$ cat config.mk
export PLATFORM = sky130hd
export DESIGN_NAME = lif_spike_aer_encoder_flat
export DESIGN_NICKNAME = d
export VERILOG_FILES = /design/src/rtl/lif_spike_aer_encoder_if.sv /design/src/rtl/lif_spike_aer_encoder.sv /design/src/flat_wrapper.sv
export SDC_FILE = /design/constraint.sdc
export NUM_CORES = 1
export LEC_CHECK = 0
export ABC_CLOCK_PERIOD_IN_PS = 4800
export BUFFER_PORTS_ARGS = -buffer_cell sky130_fd_sc_hd__buf_4
export CAP_MARGIN = 5
export CORE_ASPECT_RATIO = 0.8
export CORE_MARGIN = 8
export CORE_UTILIZATION = 50
export DETAILED_ROUTE_END_ITERATION = 7
export PLACE_DENSITY = 0.77
export SLEW_MARGIN = 5
export SYNTH_ARGS = -nofsm -noshare
export SYNTH_HDL_FRONTEND = slang
export SYNTH_SLANG_ARGS = --single-unit
$ cat constraint.sdc
create_clock -name clk -period 4.8 [get_ports clk]
set_input_delay 0.24 -clock clk [delete_from_list [all_inputs] [get_ports clk]]
set_output_delay 0.24 -clock clk [all_outputs]
set_load 0.01 [all_outputs]
$ cat src/rtl/lif_spike_aer_encoder_if.sv
// rtl/lif_spike_aer_encoder_if.sv - address-event stream handshake between encoder and consumer
//
// Purpose: carries one address event per beat over a valid/ready handshake.
// Optional feature macro: AER_TIMESTAMP_EN (adds aer_ts alongside aer_addr).
// Signals:
//   aer_valid  master -> slave  event available
//   aer_addr   master -> slave  neuron index of the head event
//   aer_ready  slave -> master  consumer accepts the event this cycle
//   aer_ts     master -> slave  grant-cycle timestamp (AER_TIMESTAMP_EN only)
interface lif_spike_aer_encoder_if #(
    parameter int ADDR_W = 2
`ifdef AER_TIMESTAMP_EN
    , parameter int TS_W = 16
`endif
);
    logic              aer_valid;
    logic [ADDR_W-1:0] aer_addr;
    logic              aer_ready;
`ifdef AER_TIMESTAMP_EN
    logic [TS_W-1:0]   aer_ts;

    modport master (output aer_valid, output aer_addr, output aer_ts, input aer_ready);
    modport slave  (input aer_valid, input aer_addr, input aer_ts, output aer_ready);
`else
    modport master (output aer_valid, output aer_addr, input aer_ready);
    modport slave  (input aer_valid, input aer_addr, output aer_ready);
`endif
endinterface

$ cat src/rtl/lif_spike_aer_encoder.sv
// rtl/lif_spike_aer_encoder.sv - serializes a LIF spike vector into a round-robin AER event stream
//
// Purpose: latches spikes into a pending register, grants one pending neuron
// per cycle in round-robin order, buffers granted indices in a show-ahead FIFO
// and counts spikes lost when a neuron fires again before its previous spike
// was granted.
// Optional feature macro: AER_TIMESTAMP_EN (free-running timestamp stored per event).
// Ports:
//   clk         system clock, rising edge
//   reset       synchronous, active-high
//   spike_in    N-bit spike vector, one-cycle pulse per spike
//   aer         event stream (master side): aer_valid, aer_addr, aer_ready [, aer_ts]
//   drop_count  saturating count of dropped spikes
//   overflow    sticky, set on the first dropped spike
module lif_spike_aer_encoder #(
    parameter int N      = 4,
    parameter int ADDR_W = 2,
    parameter int DEPTH  = 8,
    parameter int DROP_W = 8
`ifdef AER_TIMESTAMP_EN
    , parameter int TS_W = 16
`endif
) (
    input  logic                    clk,
    input  logic                    reset,
    input  logic [N-1:0]            spike_in,
    lif_spike_aer_encoder_if.master aer,
    output logic [DROP_W-1:0]       drop_count,
    output logic                    overflow
);
    localparam int PTR_W = $clog2(DEPTH);
    localparam int CNT_W = PTR_W + 1;
    localparam int POP_W = $clog2(N + 1);
    localparam int SUM_W = ((DROP_W > POP_W) ? DROP_W : POP_W) + 1;
    localparam logic [CNT_W-1:0] DEPTH_C  = CNT_W'(DEPTH);
    localparam logic [SUM_W-1:0] DROP_MAX = SUM_W'({DROP_W{1'b1}});

    logic [N-1:0]      r_pend;
    logic [ADDR_W-1:0] r_rr_last;
    logic [PTR_W-1:0]  r_wr_ptr;
    logic [PTR_W-1:0]  r_rd_ptr;
    logic [CNT_W-1:0]  r_count;
    logic [DROP_W-1:0] r_drop_count;
    logic              r_overflow;
    logic [ADDR_W-1:0] r_mem_addr [DEPTH];

    logic [N-1:0]      w_grant;
    logic [ADDR_W-1:0] w_grant_idx;
    logic              w_push;
    logic              w_pop;
    logic              w_valid;
    logic [N-1:0]      w_drop_vec;
    logic [POP_W-1:0]  w_pop_cnt;
    logic [SUM_W-1:0]  w_drop_sum;
    logic [DROP_W-1:0] w_drop_next;

    // Round-robin search starts one past the last winner and wraps modulo N.
    // Grant is withheld while the FIFO is full, even if a pop happens this cycle,
    // so the full-FIFO decision never depends on the downstream ready.
    always_comb begin
        int idx;
        logic found;
        idx         = 0;
        found       = 1'b0;
        w_grant     = '0;
        w_grant_idx = '0;
        if ((r_pend != '0) && (r_count < DEPTH_C)) begin
            for (int k = 1; k <= N; k++) begin
                idx = (int'(r_rr_last) + k) % N;
                if (!found && r_pend[idx]) begin
                    found        = 1'b1;
                    w_grant[idx] = 1'b1;
                    w_grant_idx  = ADDR_W'(idx);
                end
            end
        end
    end

    assign w_push  = (w_grant != '0);
    assign w_valid = (r_count != '0);
    assign w_pop   = w_valid && aer.aer_ready;

    // A re-fire on the bit granted this cycle is kept (bit stays set), not dropped.
    assign w_drop_vec = spike_in & r_pend & ~w_grant;

    always_comb begin
        w_pop_cnt = '0;
        for (int i = 0; i < N; i++) begin
            w_pop_cnt = w_pop_cnt + POP_W'(w_drop_vec[i]);
        end
    end

    assign w_drop_sum  = SUM_W'(r_drop_count) + SUM_W'(w_pop_cnt);
    assign w_drop_next = (w_drop_sum > DROP_MAX) ? DROP_MAX[DROP_W-1:0] : w_drop_sum[DROP_W-1:0];

    always_ff @(posedge clk) begin
        if (reset) begin
            r_pend       <= '0;
            r_rr_last    <= ADDR_W'(N - 1);
            r_wr_ptr     <= '0;
            r_rd_ptr     <= '0;
            r_count      <= '0;
            r_drop_count <= '0;
            r_overflow   <= 1'b0;
        end else begin
            r_pend <= (r_pend & ~w_grant) | spike_in;
            if (w_push) begin
                r_wr_ptr  <= r_wr_ptr + PTR_W'(1);
                r_rr_last <= w_grant_idx;
            end
            if (w_pop) begin
                r_rd_ptr <= r_rd_ptr + PTR_W'(1);
            end
            case ({w_push, w_pop})
                2'b10:   r_count <= r_count + CNT_W'(1);
                2'b01:   r_count <= r_count - CNT_W'(1);
                default: r_count <= r_count;
            endcase
            if (w_drop_vec != '0) begin
                r_drop_count <= w_drop_next;
                r_overflow   <= 1'b1;
            end
        end
    end

    // Storage needs no reset: entries are only visible while r_count says so.
    always_ff @(posedge clk) begin
        if (w_push) begin
            r_mem_addr[r_wr_ptr] <= w_grant_idx;
        end
    end

`ifdef AER_TIMESTAMP_EN
    logic [TS_W-1:0] r_ts;
    logic [TS_W-1:0] r_mem_ts [DEPTH];

    always_ff @(posedge clk) begin
        if (reset) begin
            r_ts <= '0;
        end else begin
            r_ts <= r_ts + TS_W'(1);
        end
    end

    always_ff @(posedge clk) begin
        if (w_push) begin
            r_mem_ts[r_wr_ptr] <= r_ts;
        end
    end

    assign aer.aer_ts = w_valid ? r_mem_ts[r_rd_ptr] : '0;
`endif

    assign aer.aer_valid = w_valid;
    assign aer.aer_addr  = w_valid ? r_mem_addr[r_rd_ptr] : '0;
    assign drop_count    = r_drop_count;
    assign overflow      = r_overflow;
endmodule

$ cat src/flat_wrapper.sv
// flat-port wrapper written by rule: the top's interface ports become plain ports
module lif_spike_aer_encoder_flat 
#(
    parameter int N      = 4,
    parameter int ADDR_W = 2,
    parameter int DEPTH  = 8,
    parameter int DROP_W = 8

)
  (clk, reset, spike_in, drop_count, overflow, aer_aer_valid, aer_aer_addr, aer_aer_ready);
  lif_spike_aer_encoder_if #(.ADDR_W(ADDR_W)) aer_i ();
  input  logic clk;
  input  logic reset;
  input  logic [N-1:0] spike_in;
  output logic [DROP_W-1:0] drop_count;
  output logic overflow;
  output wire logic [$bits(aer_i.aer_valid)-1:0] aer_aer_valid;
  output wire logic [$bits(aer_i.aer_addr)-1:0] aer_aer_addr;
  input wire logic [$bits(aer_i.aer_ready)-1:0] aer_aer_ready;
  assign aer_aer_valid = aer_i.aer_valid;
  assign aer_aer_addr = aer_i.aer_addr;
  assign aer_i.aer_ready = aer_aer_ready;
  lif_spike_aer_encoder #(.N(N), .ADDR_W(ADDR_W), .DEPTH(DEPTH), .DROP_W(DROP_W)) u_core (.clk(clk), .reset(reset), .spike_in(spike_in), .aer(aer_i), .drop_count(drop_count), .overflow(overflow));
endmodule
### Yosys cells after proc, flatten, opt, wreduce, memory -nomap -nowiden

Memories as Yosys holds them, arrays and structs flattened. A register that Yosys moved wholly into a read port is not among the register bits.
Index checks and enable logic that the tools add are counted.

* bits in registers: 25
* latch bits: 0
* memory bits (writable): 16
* bits in read-only memories: 0
* input port bits: 7
* output and inout bits: 12
* memories: 1

Memory list
* u_core.r_mem_addr: depth 8, bits a word 2, read ports 1, clocked after Yosys merged registers in 1, write ports 1, line lif_spike_aer_encoder.sv:45 `logic [ADDR_W-1:0] r_mem_addr [DEPTH];`

* add/subtract/negate cells: 12
* multiply operators: 0
* div/mod/pow operators: 0
* $lt $le $gt $ge: 10
* equality and inequality tests: 2
* shifts and indexed selects: 0
* mux-type cells: 46
* bitwise logic cells: 12
* reductions and logical operators: 21

Operators with widths (count)
* $mux 4: 8
* $mux 1: 20
* $lt 3x4->1 const B: 4
* $or 4x4->4: 4
* $reduce_bool 4->1: 4
* $and 4x4->4: 3
* $ge 3x1->1 const B: 4
* $mux 2: 6
* $add 8x3->9: 1
* $gt 9x8->1 const B: 1
* $logic_and 1x1->1: 9
* $bmux 1 s2: 4
* $demux 1 s2: 4
* $mux 8: 1
* $pmux 4 s2: 1
* $reduce_or 2->1: 4
* $add 3x1->3: 2
* $add 3x1->3 const B: 2
* $mux 3: 2
* $add 2x1->2 const B: 2
* $add 2x2->2 const B: 2
* $add 4x1->4 const B: 1
* $and 1x1->1 const A: 4
* $lt 4x4->1 const B: 1
* 7 further kinds: 9

### Depth between registers and ports, before layout

Gate-level depths: netlist (run 1).

* depth after elaboration: 28
* depth in mapped cells: 22

### Worst setup path before layout (run 1)

No wires, ideal clock.

* kind: register -> register
* from: register u_core.r_rr_last[0]
* to: register u_core.r_drop_count[3] (netlist: u_core.drop_count[3])
* arrival time: 4.753 ns
* data required time: 4.705 ns
* slack: -0.048 ns
* stages on the path, launching flop included: 21
* path buffers: 1
* period minus slack after synthesis: 4.848 ns
* cells stage by stage: dfxtp_1 buf_2 inv_1 ha_1 mux4_2 nor3b_2 a221oi_1 o21a_1 and2_1 ha_1 inv_1 fa_1 inv_1 ha_1 inv_1 fa_1 nor2b_1 o211a_1 nand4_1 and2_1 a221oi_1

* longest elaborated chain between the ends: 26
* elaborated cells between the ends (all ways): 76
* those cells by class: 8 x add/sub; 9 x order compare; 35 x mux; 9 x bitwise; 15 x reduce/logical

Ends and longest elaborated chain
* start: declaration: line lif_spike_aer_encoder.sv:39 `logic [ADDR_W-1:0] r_rr_last;`
* start signal: assignment: line lif_spike_aer_encoder.sv:99 `r_rr_last <= ADDR_W'(N - 1);`
* start signal: assignment: line lif_spike_aer_encoder.sv:109 `r_rr_last <= w_grant_idx;`
* $add 2x1->2: line lif_spike_aer_encoder.sv:69 `idx = (int'(r_rr_last) + k) % N;`
* $reduce_or 2->1 (no line) / $bmux 1 s2 (equally long branches)
* $and 1x1->1 (no line) / $mux 1 (equally long branches)
* $lt 3x4->1 (not written as such), or another cell as far along: line lif_spike_aer_encoder.sv:72 `w_grant[idx] = 1'b1;`
* $logic_and 1x1->1 (not written as such) / $mux 1 (equally long branches): line lif_spike_aer_encoder.sv:72, lif_spike_aer_encoder.sv:70
* $mux 1 (on tied branches): line lif_spike_aer_encoder.sv:72, lif_spike_aer_encoder.sv:67
* $demux 1 s2 / $logic_not 1->1 (equally long branches)
* $mux 4 / $logic_and 1x1->1 (equally long branches): line lif_spike_aer_encoder.sv:70 `if (!found && r_pend[idx]) begin`
* (+9 left out)
* $mux 4 (*): line lif_spike_aer_encoder.sv:67 `if ((r_pend != '0) && (r_count < DEPTH_C)) begin`
* $not 4->4 (*): line lif_spike_aer_encoder.sv:84 `assign w_drop_vec = spike_in & r_pend & ~w_grant;`
* $and 4x4->4 (*): line lif_spike_aer_encoder.sv:84
* $add 1x1->2: line lif_spike_aer_encoder.sv:89 `w_pop_cnt = w_pop_cnt + POP_W'(w_drop_vec[i]);`
* $add 3x1->3 (2 in series): line lif_spike_aer_encoder.sv:89
* $add 8x3->9: line lif_spike_aer_encoder.sv:93 `assign w_drop_sum = SUM_W'(r_drop_count) + SUM_W'(w_pop_cnt);`
* $gt 9x8->1: line lif_spike_aer_encoder.sv:94 `assign w_drop_next = (w_drop_sum > DROP_MAX) ? DROP_MAX[DROP_W-1:0] : w_drop_sum[DROP_W-1:0];`
* $mux 8: line lif_spike_aer_encoder.sv:94
* end signal: assignment: line lif_spike_aer_encoder.sv:120 `r_drop_count <= w_drop_next;`
* end: declaration: line lif_spike_aer_encoder.sv:43 `logic [DROP_W-1:0] r_drop_count;`

Every way passes the cells marked *; elsewhere a longest branch is shown, timed or not. The select of a mux whose other input is x is not followed.
A chain may end at the register's enable or synchronous reset.

### Worst setup path in the final report (run 1)

* from: register u_core.r_rr_last[1]
* to: register u_core.r_drop_count[3] (netlist: u_core.drop_count[3])

The elaborated chain is that of the path after synthesis.

==> results of run 1 <==
[cells by family (layout without fill, tap and decap cells)]
| group | Yosys count | in the layout | share of synthesized area (%) |
|---|---|---|---|
| buffers and inverters | 37 | 74 | 5.249 |
| adders and majority gates | 22 | 22 | 10.86 |
| and+or+nand+nor | 83 | 83 | 17.02 |
| DFF | 44 | 44 | 37.97 |
| muxes | 15 | 15 | 8.718 |
| xor gates and xnor gates | 6 | 6 | 1.917 |
| AOI/OAI and AO/OA | 65 | 65 | 18.26 |
[how the worst min path moves through the flow]
stage                    start                to  slack [ns]
3_5_place_dp   u_core.overflow   u_core.overflow        0.46
2_1_floorplan      spike_in[0]  u_core.r_pend[0]        0.36
5_1_grt            spike_in[1]  u_core.r_pend[1]        0.17
4_1_cts            spike_in[1]  u_core.r_pend[1]        0.17
6_report           spike_in[1]  u_core.r_pend[1]        0.18
3_3_place_gp   u_core.overflow   u_core.overflow        0.46
[what timing repair did]
item	in CTS	in global routing
resized for setup	0	12
pin swaps	0	3
setup endpoints to repair	2	6
buffers inserted	4	11
[power by group through the flow]
| stage | Clock [mW] | Combinational, mW | Sequential, mW |
|---|---|---|---|
| 2_1_floorplan | 0 | 0.719 | 0.581 |
| 3_3_place_gp | 0 | 0.923 | 0.603 |
| 3_5_place_dp | 0 | 0.949 | 0.607 |
| 4_1_cts | 0.305 | 0.965 | 0.599 |
| 5_1_grt | 0.320 | 1.15 | 0.617 |
| 6_report | 0.296 | 1.04 | 0.602 |
[state kept, by name, summed over array words and instances (netlist names), named ones only]
| register | count |
|---|---|
| u_core.drop_count | 8 |
| u_core.overflow | 1 |
| u_core.r_count | 4 |
| u_core.r_mem_addr | 16 |
| u_core.r_pend | 4 |
| u_core.r_rd_ptr | 3 |
| u_core.r_rr_last | 2 |
| u_core.r_wr_ptr | 3 |
[metal layers]
layer | share of wire, % | wire length, µm
met5 | 0 | 0
met4 | 0 | 0
met3 | 5.6 | 332
met2 | 46 | 2775
met1 | 48 | 2868
[placed cells by master, fill, tap and decap left out, drive strengths merged, types with 2 or more instances in the layout]
cell type   n
xnor2       2
a21oi      11
clkbuf      6
and3        2
or3         2
o21a        5
a22o        2
nor3b       3
a311oi      3
nand2b      2
nand3       2
o31ai       2
o211ai      2
and2        5
nor2b       5
nor2       21
a211oi      3
buf        39
nor3        8
fa          3
nand3b      3
xor2        4
nor4b       4
edfxtp     16
mux4        7
a21boi      2
mux2i       7
a31oi       2
nor4        4
dfxtp      28
ha         19
nand2      17
o21ai      11
inv        27
a221oi      5
a21o        4
[layout make-up]
type / count / area (µm²) / share of cell area, %
Clock buffer: 6 / 82.58 / 2.545
Clock inverter: 2 / 38.79 / 1.196
Inverter: 27 / 103.9 / 3.201
Multi-Input combinational cell: 191 / 1598 / 49.25
Sequential cell: 44 / 1044 / 32.16
Tap cell: 65 / 81.33 / 2.507
Timing Repair Buffer: 39 / 296.5 / 9.140
[through the flow]
step / worst slack (ns) / power [mW]
2_1_floorplan: 0.01348 / 1.300
3_3_place_gp: 0.1631 / 1.526
3_5_place_dp: -0.01459 / 1.556
4_1_cts: 0.06950 / 1.869
5_1_grt: -0.04113 / 2.088
6_report: 0.1211 / 1.941
==> results by group, run 1 <==
Critical path
  • Crit Reg-Reg Startpoint: u_core.r_rr_last[1]
  • Worst path cell trace: inv_2 -> ha_4 -> mux4_2 -> buf_4 -> nand2_1 -> o21ai_0 -> a211oi_1 -> o21ai_0 -> or2_2 -> fa_1 -> inv_1 -> ha_1 -> inv_1 -> fa_1 -> nor2b_2 -> o211a_1 -> nand4_1 -> and2_1 -> a221oi_1
  • CP max stage cell: fa_1
  • Startpoint types: flop
  • Critical Path Sink: u_core.drop_count[3]
  • Worst Path Buf+Inv: 4
  • FF-to-FF setup slack: between 0.1 and 0.15 ns
  • R2R depth: 19
  • Reg2reg end: u_core.drop_count[3]
  • CP Depth: 19
  • CP Capture Type: flop
  • Crit path kind: flop to flop
  • Delay-heaviest family, CP: adder cells
  • Crit-path max cell delay: between 0.4 and 0.5 ns
  • Worst path required time: approximately 5.0 ns
  • Worst Setup SP: u_core.r_rr_last[1]
  • Worst Path Max Fanout: 6
  • Worst EP arrival: approximately 5 ns

Floorplan
  • Die Y: 82.23 µm
  • I/O Pins: 19
  • Die ar.: 8123 µm²
  • Rows: 24
  • Initial Util: roughly half
  • Die X: 98.79 µm
  • Core Area: between 5000 and 6000 µm²

Clocking
  • Hold Buf Count CTS: 0
  • Clock Pin Slew Worst Setup and Hold Paths: ~0.090 ns
  • CTS tree: done
  • CTS max path bufs: 2
  • Later-pin clock latency in the skew report: 0.29 ns
  • Sink Count: 44
  • CTS Buf Count: 5
  • CTS Root Cell: clkbuf_8
  • H-tree Lvls: 2

Power
  • Switching power: between 0.7 and 0.8 mW
  • Switching fraction of total power: between 40% and 50%
  • Leak pwr: ~1.3 nW
  • Logic pwr share: a little over half
  • Internal power: 1.154 mW
  • Clock network fraction of design power: between 10% and 20%
  • Worst VDD drop: between 0.2 and 0.3 mV
  • Pwr dens: 598.4 nW/µm²
  • Reg power frac: a little under a third

STA
  • Clk_skew: around 0.0073 ns
  • Slew headroom: a little over 30%
  • Final hold violations: 0
  • Setup TNS: 0 ns
  • Worst Tran Pin Value: 1.033 ns
  • Hold slack: around 0.18 ns
  • Final min period: 4.679 ns
  • Pins over their slew limit: 0
  • Setup Viol. Count Final: 0
  • Final period util: between 90% and 100%
  • Fmax: between 200 and 250 MHz

Placement
  • Cells after DPL: about 350
  • Placed Area: approximately 3000 µm²
  • Post-DP HPWL: between 4000 and 5000 µm
  • Placer Congestion: ~0.95
  • IO Port Bufs: 18

Drt
  • Initial DRT Pass Iterations: 5
  • Via count: between 2000 and 2500
  • Post-route ant nets: 0
  • DR WL/cell: ~16 µm
  • DRT Wirelength: between 5000 and 6000 µm
  • Detailed Route Iter0 Violations: around 140
  • DRC viols: 0
  • Via density: 5.797

Cells and area
  • Share of cells above drive strength 1: between 20% and 30%
  • Final Util: 60.36%
  • Nets: roughly 340
  • Fillers: about 470
  • Final Cell Area: between 3000 and 4000 µm²
  • Ant. Diodes: 0
  • Finished Layout Cells: 374
  • Area delta synth->final: 18.35%

Hold path
  • Hold path cells: 2
  • HP Class: input pin to flop

Logic synthesis
  • Total of warnings raised by yosys: 0
  • Post-synthesis sequential area ratio: a little under two fifths
  • Top post-synthesis cells by area: dfxtp_1 (20%), edfxtp_1 (18%), ha_1 (8.7%)
  • Synth top area share: between 20% and 30%
  • Most frequent cell after synthesis: dfxtp_1
  • Dominant cell type by area after synthesis: dfxtp_1
  • EDFF count, synth: 16
  • Synth Instances: between 200 and 300
  • Commonest cells in the netlist: dfxtp_1 (28), inv_1 (25), nor2_1 (21), ha_1 (19), nand2_1 (17)
  • Synth unique cells: around 60
  • Syn avg cell area: roughly 10 µm²
  • Synth Flop Type: dfxtp_1
  • Post-Syn Area: 2741 µm²
  • Mapped Nets: between 300 and 400
  • Synthesized flop and latch total: between 40 and 50
  • Post-synth ARST share: 0%

GRT
  • Initial antenna violation count: 0
  • Met1 usage: 19.74%
  • First-pass GRT wire length: 9666 µm
  • Met2 Track Usage GR: between 20% and 30%
  • GR Util met3: under 10%
  • GRT Overall Usage: between 10 and 15%
  • Gr ovfl total: 0
  • GR peak layer: met2
  • Pin count of the biggest net entering global routing: 27
  • Number of global-route vias before repair: ~2000

Run status
  • Outcome: finished, final reports clean

Job
  • Max-cap violations: 0
Note: power is estimated with default switching activity, not from simulation.
==> inputs of run 2 (changes only) <==
--- a/config.mk
+++ b/config.mk
@@ -7,12 +7,13 @@
 export LEC_CHECK = 0
 export ABC_CLOCK_PERIOD_IN_PS = 4800
 export BUFFER_PORTS_ARGS = -buffer_cell sky130_fd_sc_hd__buf_4
-export CAP_MARGIN = 5
+export CELL_PAD_IN_SITES_DETAIL_PLACEMENT = 2
+export CELL_PAD_IN_SITES_GLOBAL_PLACEMENT = 2
 export CORE_ASPECT_RATIO = 0.8
 export CORE_MARGIN = 8
-export CORE_UTILIZATION = 50
+export CORE_UTILIZATION = 35
 export DETAILED_ROUTE_END_ITERATION = 7
-export PLACE_DENSITY = 0.77
+export PLACE_DENSITY = 0.81
 export SLEW_MARGIN = 5
 export SYNTH_ARGS = -nofsm -noshare
 export SYNTH_HDL_FRONTEND = slang
==> results by group, run 2 (synthesis results as in run 1) <==
Critical path
  • Reg2reg end: u_core.drop_count[3]
  • Worst EP arrival: between 4 and 5 ns
  • CP Capture Type: flop
  • Startpoint types: flop
  • Worst path required time: 5.01 ns
  • Crit Reg-Reg Startpoint: u_core.r_rr_last[1]
  • FF-to-FF setup slack: ~0.22 ns
  • R2R depth: 19
  • Worst Path Max Fanout: 8
  • Crit path kind: flop to flop

Clocking
  • Later-pin clock latency in the skew report: between 0.3 and 0.4 ns
  • CTS Root Cell: clkbuf_8
  • H-tree Lvls: 2
  • Clock Pin Slew Worst Setup and Hold Paths: roughly 0.090 ns
  • CTS max path bufs: 2
  • CTS Buf Count: 5
  • Hold Buf Count CTS: 0
  • CTS tree: done
  • Sink Count: 44

Placement
  • IO Port Bufs: 18
  • Cells after DPL: roughly 400
  • Placer Congestion: around 0.90
  • Post-DP HPWL: 5777 µm

Drt
  • Via count: between 2000 and 2500
  • Initial DRT Pass Iterations: 4
  • DRT Wirelength: roughly 7700 µm
  • Post-route ant nets: 0
  • Via density: about 5.4
  • DR WL/cell: between 15 and 20 µm
  • DRC viols: 0
  • Detailed Route Iter0 Violations: about 140

Cells and area
  • Biggest register: u_core.r_mem_addr
  • Share of cells above drive strength 1: between 20% and 30%
  • Finished Layout Cells: approximately 400
  • Max reg flops: 16
  • Most frequent cells in the layout: buf_4 (30), dfxtp_1 (26), inv_1 (23), nor2_1 (21), ha_1 (18)
  • Area of the multi-input gates: approximately 1600 µm²
  • Area delta synth->final: 18.03%
  • Nets: ~330
  • Register area: 1044 µm²
  • Commonest non-fill, non-tap cell in the layout: buf_4
  • Final Util: a little over two fifths
  • Ant. Diodes: 0
  • Fillers: 859

Power
  • Clock network fraction of design power: 15.2%
  • Internal power: between 1 and 1.5 mW
  • Pwr dens: slightly above 600 nW/µm²
  • Logic pwr share: 54.0%
  • Worst VDD drop: around 0.20 mV
  • Leak pwr: ~1.3 nW
  • Switching fraction of total power: 43.19%
  • Switching power: 0.8439 mW
  • Reg power frac: between 30% and 40%

STA
  • Setup Viol. Count Final: 0
  • Final min period: 4.584 ns
  • Clk_skew: roughly 0.0077 ns
  • Fmax: between 200 and 250 MHz
  • Final period util: between 90 and 100%
  • Worst Tran Pin Value: around 1.1 ns
  • Slew headroom: 27.77%
  • Pins over their slew limit: 0
  • Final hold violations: 0

GRT
  • First-pass GRT wire length: approximately 13000 µm
  • Number of global-route vias before repair: 2439
  • Initial antenna violation count: 0
  • Gr ovfl total: 0
  • GRT Overall Usage: 14.69%
  • Pin count of the biggest net entering global routing: 27

Hold path
  • HP Class: input pin to flop
  • Hold EP: u_core.r_pend[1]
  • Hold_sp: spike_in[1]
  • Hold path cells: 2

Job
  • Max-cap violations: 0

Floorplan
  • Die ar.: 10940 µm²
  • Die Y: roughly 95 µm
  • Die X: ~110 µm
  • Rows: 29
  • Initial Util: about a third
  • I/O Pins: 19
  • Core Area: 7765 µm²

Run status
  • Outcome: finished, final reports clean
## run 2: how the worst max path moves through the flow
stage / cells after the start / slack [ns] / to / start
after detailed placement: 19 / -0.17 / u_core.drop_count[3] / u_core.r_rr_last[1]
after global placement: 19 / 0.14 / u_core.drop_count[3] / u_core.r_rr_last[0]
after floorplan: 20 / 0.01 / u_core.drop_count[3] / u_core.r_rr_last[0]
after CTS: 20 / 0.0002 / u_core.drop_count[3] / u_core.r_rr_last[1]
final: 19 / 0.22 / u_core.drop_count[3] / u_core.r_rr_last[1]
after global routing: 19 / -0.02 / u_core.drop_count[3] / u_core.r_rr_last[1]
## run 2: final cells by class
cell class | count | share of cell area (%)
Tap cell | 108 | 4.176
Clock inverter | 3 | 1.315
Inverter | 27 | 3.210
Clock buffer | 5 | 2.127
Sequential cell | 44 | 32.25
Timing Repair Buffer | 31 | 7.425
Multi-Input combinational cell | 191 | 49.50
## run 2: timing repair
action,CTS,global route
gates resized for setup,2,12
pin swaps,0,2
endpoints found under the hold margin,0,0
setup buffers,4,1
setup endpoints to repair,5,6
## run 2: through the flow
step / setup TNS, ns / power (mW) / setup slack [ns] / hold WS, ns / area (µm²)
floorplan: 0 / 1.300 / 0.01348 / 0.3638 / 2748
global placement: 0 / 1.567 / 0.1376 / 0.4553 / 3038
detailed placement: -0.2995 / 1.632 / -0.1670 / 0.4619 / 3038
CTS: 0 / 1.948 / 0.0002407 / 0.1516 / 3184
global route: -0.01581 / 2.105 / -0.01581 / 0.1522 / 3236
finish: 0 / 1.954 / 0.2164 / 0.1512 / 3236
## run 2: power groups by stage
stage | combinational [mW] | sequential (mW) | clock [mW]
2_1_floorplan | 0.719 | 0.581 | 0
3_3_place_gp | 0.962 | 0.605 | 0
3_5_place_dp | 1.02 | 0.611 | 0
4_1_cts | 1.04 | 0.603 | 0.306
5_1_grt | 1.17 | 0.619 | 0.319
6_report | 1.05 | 0.602 | 0.298
## run 2: routing by layer
layer	up-vias	track usage, %	share of wire [%]
met4	0	3.599	0.78
met1	1104	18.24	46
met3	7	2.911	2.8
met5	-	0	0
li1	1061	-	-
met2	29	25.69	50
## run 2: critical path, cell delays in order, from the launching register on
cell	delay, ns
dfxtp_1	0.37
inv_2	0.09
ha_4	0.31
mux4_2	0.43
nor3b_4	0.36
a221oi_2	0.09
o21a_1	0.21
and2_1	0.16
ha_1	0.28
inv_1	0.07
fa_1	0.41
inv_1	0.07
ha_1	0.15
inv_1	0.06
fa_2	0.36
nor2b_2	0.15
o211a_1	0.21
nand4_1	0.20
and2_1	0.22
a221oi_1	0.29
